==> src/rtl/shared_reg_arb_pkg.sv <==
// Shared definitions for the shared-register round-robin arbiter.
// State encoding and constant-function helpers for width derivation.
package shared_reg_arb_pkg;

    localparam logic ST_IDLE = 1'b0;
    localparam logic ST_OWN  = 1'b1;

    // Ceiling log2; clog2(1) == 0.
    function automatic int clog2(input int value);
        int r;
        int v;
        r = 0;
        v = value - 1;
        while (v > 0) begin
            r = r + 1;
            v = v >> 1;
        end
        return r;
    endfunction

    // Index width for n requesters, never narrower than one bit.
    function automatic int idx_width(input int n);
        return (clog2(n) < 1) ? 1 : clog2(n);
    endfunction

endpackage

==> src/rtl/shared_reg_arbiter_rr_pick.sv <==
// Combinational round-robin picker: first set request bit scanning from
// i_ptr upward with wrap-around. Produces the winner index and one-hot form.
module rr_pick
    import shared_reg_arb_pkg::*;
#(
    parameter int NUM_REQ = 4,
    parameter int IDX_W   = idx_width(NUM_REQ)
) (
    input  logic [NUM_REQ-1:0] i_req,
    input  logic [IDX_W-1:0]   i_ptr,
    output logic               o_any,
    output logic [IDX_W-1:0]   o_winner,
    output logic [NUM_REQ-1:0] o_onehot
);

    logic [IDX_W-1:0] w_idx;

    // Scan from the farthest position back to ptr so the nearest set bit wins last.
    always_comb begin
        o_any    = 1'b0;
        o_winner = '0;
        o_onehot = '0;
        w_idx    = '0;
        for (int i = NUM_REQ - 1; i >= 0; i--) begin
            w_idx = IDX_W'((int'(i_ptr) + i) % NUM_REQ);
            if (i_req[w_idx]) begin
                o_any    = 1'b1;
                o_winner = w_idx;
            end
        end
        if (o_any) begin
            o_onehot = NUM_REQ'(1) << o_winner;
        end
    end

endmodule

==> src/rtl/shared_reg_arbiter.sv <==
// Round-robin arbiter sharing one hold/load data register among NUM_REQ
// requesters. A grant lasts at most MAX_HOLD loads and is always followed
// by one idle cycle. Optional build macro SHARED_REG_ARB_LOCK_EN adds a
// lock input that lets the current owner keep the register past MAX_HOLD.
//
// Request/grant protocol: req[i] is a level; a requester owns the register
// while gnt[i] is high and every edge on which it still holds req[i] loads
// data[i] into q (q_upd pulses the cycle after). Dropping req releases.
module shared_reg_arbiter
    import shared_reg_arb_pkg::*;
#(
    parameter int NUM_REQ  = 4,
    parameter int DATA_W   = 8,
    parameter int MAX_HOLD = 4,
    localparam int IDX_W   = idx_width(NUM_REQ)
) (
    input  logic                      clk,
    input  logic                      rst_n,
`ifdef SHARED_REG_ARB_LOCK_EN
    input  logic                      lock,
`endif
    input  logic [NUM_REQ-1:0]        req,
    input  logic [NUM_REQ*DATA_W-1:0] data,
    output logic [NUM_REQ-1:0]        gnt,
    output logic [IDX_W-1:0]          owner,
    output logic [DATA_W-1:0]         q,
    output logic                      q_upd,
    output logic                      o_dbg_state
);

    localparam int                CNT_W   = clog2(MAX_HOLD + 1);
    localparam logic [CNT_W-1:0]  CNT_MAX = CNT_W'(MAX_HOLD);

    logic                r_state, w_state_nxt;
    logic [IDX_W-1:0]    r_ptr, w_ptr_nxt;
    logic [IDX_W-1:0]    r_owner, w_owner_nxt;
    logic [CNT_W-1:0]    r_cnt, w_cnt_nxt;
    logic [NUM_REQ-1:0]  r_gnt, w_gnt_nxt;
    logic [DATA_W-1:0]   r_q, w_q_nxt;
    logic                r_q_upd, w_q_upd_nxt;

    logic                w_any;
    logic [IDX_W-1:0]    w_winner;
    logic [NUM_REQ-1:0]  w_onehot;
    logic                w_req_own;
    logic [DATA_W-1:0]   w_owner_data;
    logic                w_cap;
    logic                w_load;
    logic                w_release;
    logic [IDX_W-1:0]    w_ptr_after;

    rr_pick #(
        .NUM_REQ (NUM_REQ),
        .IDX_W   (IDX_W)
    ) u_pick (
        .i_req    (req),
        .i_ptr    (r_ptr),
        .o_any    (w_any),
        .o_winner (w_winner),
        .o_onehot (w_onehot)
    );

    assign w_req_own    = req[r_owner];
    assign w_owner_data = data[int'(r_owner) * DATA_W +: DATA_W];
    assign w_ptr_after  = IDX_W'((int'(r_owner) + 1) % NUM_REQ);

`ifdef SHARED_REG_ARB_LOCK_EN
    // While locked the hold cap is ignored; once unlocked, a full count releases.
    assign w_cap = lock ? 1'b0 : ((r_cnt == CNT_MAX) || (r_cnt + 1'b1 == CNT_MAX));
`else
    assign w_cap = (r_cnt + 1'b1 == CNT_MAX);
`endif

    assign w_load    = (r_state == ST_OWN) && w_req_own;
    assign w_release = (r_state == ST_OWN) && (!w_req_own || w_cap);

    assign gnt         = r_gnt;
    assign owner       = r_owner;
    assign q           = r_q;
    assign q_upd       = r_q_upd;
    assign o_dbg_state = r_state;

    // State register plus the registered datapath; reset aborts any grant.
    always_ff @(posedge clk or negedge rst_n) begin
        if (!rst_n) begin
            r_state <= ST_IDLE;
            r_ptr   <= '0;
            r_owner <= '0;
            r_cnt   <= '0;
            r_gnt   <= '0;
            r_q     <= '0;
            r_q_upd <= 1'b0;
        end else begin
            r_state <= w_state_nxt;
            r_ptr   <= w_ptr_nxt;
            r_owner <= w_owner_nxt;
            r_cnt   <= w_cnt_nxt;
            r_gnt   <= w_gnt_nxt;
            r_q     <= w_q_nxt;
            r_q_upd <= w_q_upd_nxt;
        end
    end

    // Next state: grant on any request in IDLE, return to IDLE on release.
    always_comb begin
        w_state_nxt = r_state;
        case (r_state)
            ST_IDLE: if (w_any)     w_state_nxt = ST_OWN;
            ST_OWN:  if (w_release) w_state_nxt = ST_IDLE;
            default:                w_state_nxt = ST_IDLE;
        endcase
    end

    // Next outputs and datapath: grant capture, loads, counting and release.
    always_comb begin
        w_ptr_nxt   = r_ptr;
        w_owner_nxt = r_owner;
        w_cnt_nxt   = r_cnt;
        w_gnt_nxt   = r_gnt;
        w_q_nxt     = r_q;
        w_q_upd_nxt = 1'b0;
        if ((r_state == ST_IDLE) && w_any) begin
            w_owner_nxt = w_winner;
            w_gnt_nxt   = w_onehot;
            w_cnt_nxt   = '0;
        end
        if (w_load) begin
            w_q_nxt     = w_owner_data;
            w_q_upd_nxt = 1'b1;
            w_cnt_nxt   = (r_cnt == CNT_MAX) ? r_cnt : r_cnt + 1'b1;
        end
        if (w_release) begin
            w_gnt_nxt = '0;
            w_ptr_nxt = w_ptr_after;
        end
    end

endmodule

==> config.mk <==
export PLATFORM = sky130hd
export DESIGN_NAME = shared_reg_arbiter
export DESIGN_NICKNAME = d
export VERILOG_FILES = /design/src/rtl/shared_reg_arb_pkg.sv /design/src/rtl/shared_reg_arbiter_rr_pick.sv /design/src/rtl/shared_reg_arbiter.sv
export SDC_FILE = /design/constraint.sdc
export NUM_CORES = 1
export LEC_CHECK = 0
export BUFFER_PORTS_ARGS = -buffer_cell sky130_fd_sc_hd__buf_4
export CAP_MARGIN = 20
export CORE_MARGIN = 4
export CORE_UTILIZATION = 47
export CTS_BUF_LIST = sky130_fd_sc_hd__clkbuf_16
export DETAILED_ROUTE_END_ITERATION = 6
export PLACE_DENSITY = 0.9
export SETUP_SLACK_MARGIN = 0.3
export SKIP_CTS_REPAIR_TIMING = 1
export SLEW_MARGIN = 25
export SYNTH_ARGS = -nofsm -noshare
export SYNTH_HDL_FRONTEND = slang
export SYNTH_SLANG_ARGS = --single-unit
==> constraint.sdc <==
create_clock -name clk -period 1.9 [get_ports clk]
set_input_delay 0.285 -clock clk [delete_from_list [all_inputs] [get_ports clk]]
set_output_delay 0.285 -clock clk [all_outputs]
set_load 0.01 [all_outputs]
==> flow_summary_export.csv, run 1 <==
group,metric,value,unit
floorplan,die_h,59.8,um
timing,hold_viol_final,0,
cells_and_area,area_growth,46.4,%
clock_tree,clockBufferDepth,2,
clock_tree,clk_latency,0.25,ns
timing,fin_crit,1.62,ns
global_routing,grt_most_used_layer,"met2",
place,gp_congestion,0.882,
synthesis,seq_area_frac_synth,41.7,%
pwr,peakVddDrop,0.00108,V
global_routing,grtUsageMet3,5.18,%
worst_setup_path,reg2reg_from,"r_cnt[0]",
worst_setup_path,crit_family,"adder cells",
floorplan,row_count,18,
cells_and_area,drive_gt1_share,57.1,%
timing,worst_pin_slew,0.370,ns
synthesis,synthDistinctLibCells,31,
floorplan,ios,54,
global_routing,grt_pass1_vias,1010,
cells_and_area,antenna_cells,0,
global_routing,grt_usage,18.2,%
global_routing,use_met2,33.5,%
clock_tree,clk_transition_reported_paths,0.05,ns
clock_tree,numCtsBuffers,3,
worst_setup_path,cp_data_required_time,2.03,ns
worst_setup_path,rr_worst_depth,5,
global_routing,grt_pass1_wl,4890,um
floorplan,chipWidth,59.8,um
synthesis,yosys.area.top_type,"dfrtp_1",
synthesis,syn_area,1260,sq um
worst_setup_path,path_cells,"ha_1, ha_2, nor3b_2, nor3_4, mux2_1",
pwr,leakagePower,0.893,nW
synthesis,synth_top_family_by_area,"multiplexers",
cells_and_area,final_nets,198,
floorplan,dieArea,3580,sq um
pwr,power,0.00296,W
global_routing,grt_start_max_net_pins,22,
worst_setup_path,critPathBufInv,0,
detailed_routing,avgRoutedWirePerCell,18.0,um
floorplan,initial_core_util,50.0,%
synthesis,synth_xor_area_share,0.694,%
synthesis,synth_nets,137,
synthesis,yosys.area_share.simple,7.44,%
synthesis,synth_area_leaders,"dfrtp_1 (42%), mux4_2 (14%), mux2_4 (7.1%), mux2i_1 (4.8%), ha_1 (3.0%)",
detailed_routing,ant_nets,0,
worst_setup_path,crit_path_max_fanout,4,
worst_setup_path,rrSetupSlack,0.28,ns
detailed_routing,vias,1037,
detailed_routing,firstDrtPassIters,4,
worst_setup_path,crit-reg2reg-capture,"r_ptr[1]",
timing,fmax,0.619,GHz
synthesis,syn_inst,96,
timing,fin_skew,0.00226,ns
worst_setup_path,start_kind,"register",
timing,setup_viol,0,
clock_tree,clkSinkCount,21,
outcome,run_status,"finished clean",
synthesis,synth-seq-cells,21,
synthesis,muxShareOfSynthArea,31.0,%
detailed_routing,drc,0,
cells_and_area,final_area,1850,sq um
synthesis,synth.top_cell.area_share,41.7,%
timing,fin_setup_tns,0,ns
global_routing,grt_overflow_total,0,
floorplan,core-area,2520,sq um
worst_setup_path,max_stage_delay,0.41,ns
min_path,min_path_type,"primary input to asynchronous set/reset pin",
job,drv_cap,0,
timing,rsz0062_at_grt,"yes",
synthesis,avgSynthCellArea,13.1,sq um
timing,post-route-period-util,85.1,%
detailed_routing,drt_iter0_drc,48,
cells_and_area,final_core_utilization,73.2,%
worst_setup_path,arrival,1.75,ns
timing,maxSlewViolCount,0,
place,place_hpwl,2520,um
place,port_buffers,53,
clock_tree,root_buffer,"clkbuf_16",
timing,hold_slack,0.458,ns
synthesis,synth_fa_ha_area_share,2.98,%
pwr,power_per_cell_area,1600,nW/um^2
clock_tree,cts_tree,"done",
timing,relSlewSlack,75.3,%
detailed_routing,viasPerCell,5.58,
worst_setup_path,critical-path-slowest-cell,"dfrtp_1",
worst_setup_path,critical_path_class,"register to register",
global_routing,grt_use_met1,20.9,%
synthesis,synth_compound_area_share,11.0,%
worst_setup_path,endpoint_kind,"register",
synthesis,ys_warn_count,0,
detailed_routing,wirelength,3350,um
clock_tree,cts_max_level,1,
global_routing,antenna_found_initial,0,
place,place_area,1690,sq um
## synthesized netlist by cell type (all sizes together)
library cell and instances:
dfrtp 21, nand2 11, mux2 9, mux4 9, inv 7, mux2i 6, buf 4, o32ai 4
a21oi 3, ha 3, nor3 3, o21ai 3, nor3b 2, a211o 1, a21o 1, clkbuf 1
nor2 1, o211ai 1, o21a 1, o22a 1, o22ai 1, o41ai 1, or3 1, xor2 1
## state kept, by name, indices dropped and copies added, names as in the netlist
| name | count |
|---|---|
| q | 8 |
| gnt | 4 |
| r_cnt | 3 |
| owner | 2 |
| r_ptr | 2 |
| o_dbg_state | 1 |
| q_upd | 1 |
## routing by layer
layer | vias to the layer above | share of wire, %
met5 | - | 0
met2 | 29 | 59
met4 | 0 | 0
li1 | 479 | -
met3 | 0 | 5.2
met1 | 529 | 36
## worst max-delay path by stage
stage	from	endpoint	slack [ns]	cells after the start
3_3_place_gp	r_cnt[0]	r_ptr[1]	0.23	5
4_1_cts	r_cnt[0]	r_ptr[1]	0.17	5
5_1_grt	r_cnt[0]	r_ptr[1]	0.20	5
2_1_floorplan	owner[0]	q[2]	0.30	4
3_5_place_dp	r_cnt[0]	r_ptr[1]	0.17	5
6_report	r_cnt[0]	r_ptr[1]	0.28	5
## through the flow
stage	instances	setup WS, ns
2_1_floorplan	96	0.301
3_3_place_gp	178	0.232
3_5_place_dp	178	0.168
4_1_cts	182	0.169
5_1_grt	186	0.198
6_report	186	0.284
## logic make-up (layout without fill, tap and decap cells)
logic type               Yosys count  in the layout
multiplexers                      24             24
flip-flops                        21             21
AND/OR/NAND/NOR                   18             18
AO/OA/AOI/OAI                     17             17
buffers and inverters             12             72
adder cells (fa/ha/maj)            3              3
XOR/XNOR                           1              1
## worst reg2reg max path: stages, from the launching register on
cell and delay (ns):
dfrtp_1 0.41, ha_1 0.22, ha_2 0.22, nor3b_2 0.29
nor3_4 0.07, mux2_1 0.31
## placed cells by master, fill, tap and decap left out, types with 2 or more instances in the layout
cell       netlist  layout
mux2_2           2       2
nand2_1         10      10
mux4_2           8       8
nor3_4           0       2
buf_4            0      60
o21ai_0          3       3
a21oi_1          3       3
dfrtp_2          0       2
dfrtp_1         21      19
mux2_4           6       6
clkbuf_16        0       3
ha_1             3       2
mux2i_1          6       6
inv_1            7       8
o32ai_1          4       3
## layout make-up
class / instances / area, sq um
sequential: 21 / 528
tap: 30 / 37.5
clock inverter: 1 / 3.75
multi-input combinational: 63 / 716
clock buffer: 3 / 75.1
timing repair buffer: 61 / 460
fill: 156 / 676
inverter: 7 / 26.3
## where the power goes
part	switching, W	total [W]	internal [W]
clock	0.000147	0.000427	0.000280
sequential	0.000168	0.000838	0.000670
combinational	0.000756	0.00170	0.000941
(Power assumes the default switching activity.)
==> inputs of run 2 (changes only) <==
==> constraint.sdc (replaced) <==
create_clock -name clk -period 1.9 [get_ports clk]
set_input_delay 0.285 -clock clk [delete_from_list [all_inputs] [get_ports clk]]
set_output_delay 0.285 -clock clk [all_outputs]
set_load 0.02 [all_outputs]
==> run 2 against run 1 <==
Effect of this change: via count grew 2.9%; routed wire length grew 7.0%; critical path depth shrank 1.
==> flow_summary_export.csv, run 2 (synthesis gave the netlist of run 1 again) <==
group,metric,value,unit
place,dp_cells,177,
timing,post-route-period-util,83.1,%
cells_and_area,largest_register_ffs,8,
pwr,switching_share,38.9,%
cells_and_area,final_core_utilization,73.1,%
pwr,leakagePower,0.890,nW
global_routing,grt_pass1_wl,5300,um
pwr,p_int,0.00189,W
cells_and_area,final_cell_count_no_fill,186,
pwr,power_per_cell_area,1680,nW/um^2
floorplan,dieArea,3580,sq um
floorplan,core-area,2520,sq um
outcome,run_status,"finished clean",
job,drv_cap,0,
clock_tree,cts_max_level,1,
worst_setup_path,arrival,1.72,ns
detailed_routing,drc,0,
detailed_routing,drt_iter0_drc,39,
cells_and_area,area_growth,46.2,%
detailed_routing,avgRoutedWirePerCell,19.3,um
detailed_routing,viasPerCell,5.74,
global_routing,antenna_found_initial,0,
timing,hold_viol_final,0,
cells_and_area,antenna_cells,0,
global_routing,grt_start_max_net_pins,22,
timing,maxSlewViolCount,0,
pwr,switchingPower,0.00120,W
min_path,min_path_type,"primary input to asynchronous set/reset pin",
floorplan,ios,54,
timing,hold_slack,0.447,ns
detailed_routing,wirelength,3590,um
worst_setup_path,start_kind,"register",
pwr,peakVddDrop,0.00121,V
cells_and_area,n_fill_cell,165,
clock_tree,clockBufferDepth,2,
clock_tree,cts_tree,"done",
global_routing,grt_pass1_vias,1081,
worst_setup_path,rr_worst_depth,4,
timing,fmax,0.634,GHz
clock_tree,numCtsBuffers,3,
worst_setup_path,crit_path_max_fanout,7,
timing,rsz0062_at_grt,"yes",
cells_and_area,final_area,1840,sq um
floorplan,initial_core_util,50.0,%
cells_and_area,final_nets,198,
clock_tree,root_buffer,"clkbuf_16",
cells_and_area,layout_common_cells,"buf_4 (59), dfrtp_1 (19), nand2_1 (10)",
timing,fin_skew,0.00280,ns
worst_setup_path,critical_path_class,"register to register",
pwr,p_comb_share,58.2,%
timing,fin_crit,1.58,ns
global_routing,grt_usage,20.5,%
worst_setup_path,cp_data_required_time,2.04,ns
timing,fin_setup_tns,0,ns
place,gp_congestion,0.758,
floorplan,die_h,59.8,um
place,place_hpwl,2680,um
clock_tree,clk_transition_reported_paths,0.06,ns
timing,relSlewSlack,79.5,%
floorplan,chipWidth,59.8,um
timing,worst_pin_slew,0.308,ns
global_routing,grt_overflow_total,0,
pwr,seqPwrFrac,27.7,%
timing,setup_viol,0,
detailed_routing,vias,1067,
detailed_routing,ant_nets,0,
cells_and_area,layout_commonest_cell,"buf_4",
detailed_routing,firstDrtPassIters,4,
clock_tree,clk_latency,0.25,ns
cells_and_area,drive_gt1_share,58.3,%
pwr,clockPowerShare,14.1,%
place,port_buffers,53,
worst_setup_path,endpoint_kind,"register",
floorplan,row_count,18,
place,place_area,1680,sq um
clock_tree,clkSinkCount,21,
==> run 2: cell counts in the layout (fill, tap and decap cells not counted) <==
No cell type changed its count.
==> run 2: critical path, stage by stage (launching register included) <==
cell     delay, ns
dfrtp_2       0.44
mux2i_1       0.24
nor2_1        0.09
or3_4         0.40
o32ai_1       0.30
==> run 2: layer usage <==
layer	up-vias	part of all wire [%]	GRT usage (%)
met4	0	1.5	6.33
met3	8	4.5	4.75
met5	-	0	0
met1	543	36	21.8
met2	33	58	39.2
li1	483	-	-
==> run 2: layout make-up <==
type / instances / area, sq um / share of cell area [%]
Timing Repair Buffer: 61 / 464 / 25.2
Clock inverter: 1 / 3.75 / 0.204
Sequential cell: 21 / 528 / 28.6
Inverter: 7 / 26.3 / 1.42
Multi-Input combinational cell: 63 / 709 / 38.5
Clock buffer: 3 / 75.1 / 4.07
Tap cell: 30 / 37.5 / 2.04
==> run 2: per-stage QoR <==
stage | power (W) | worst slack [ns]
floorplan | 0.00200 | 0.249
global placement | 0.00241 | 0.230
detailed placement | 0.00250 | 0.163
CTS | 0.00295 | 0.147
global route | 0.00328 | 0.243
finish | 0.00310 | 0.322
==> run 2: worst paths after layout <==
kind / from / to / slack, ns
max in group asynchronous: rst_n / owner[0] / 1.21
setup / recovery: r_ptr[1] / gnt[1] / 0.32
setup reg to reg: r_ptr[1] / gnt[1] / 0.32
hold / removal: rst_n / q[6] / 0.45
hold reg to reg: q[0] / q[0] / 0.51
min in group clk: req[3] / gnt[0] / 0.45
==> run 2: power by group through the flow <==
stage	Combinational (W)	Clock, W	Sequential, W
final	0.00180	0.000438	0.000856
after global routing	0.00193	0.000467	0.000881
after CTS	0.00168	0.000440	0.000836
after detailed placement	0.00166	0	0.000839
after global placement	0.00159	0	0.000820
after floorplan	0.000991	0	0.00100
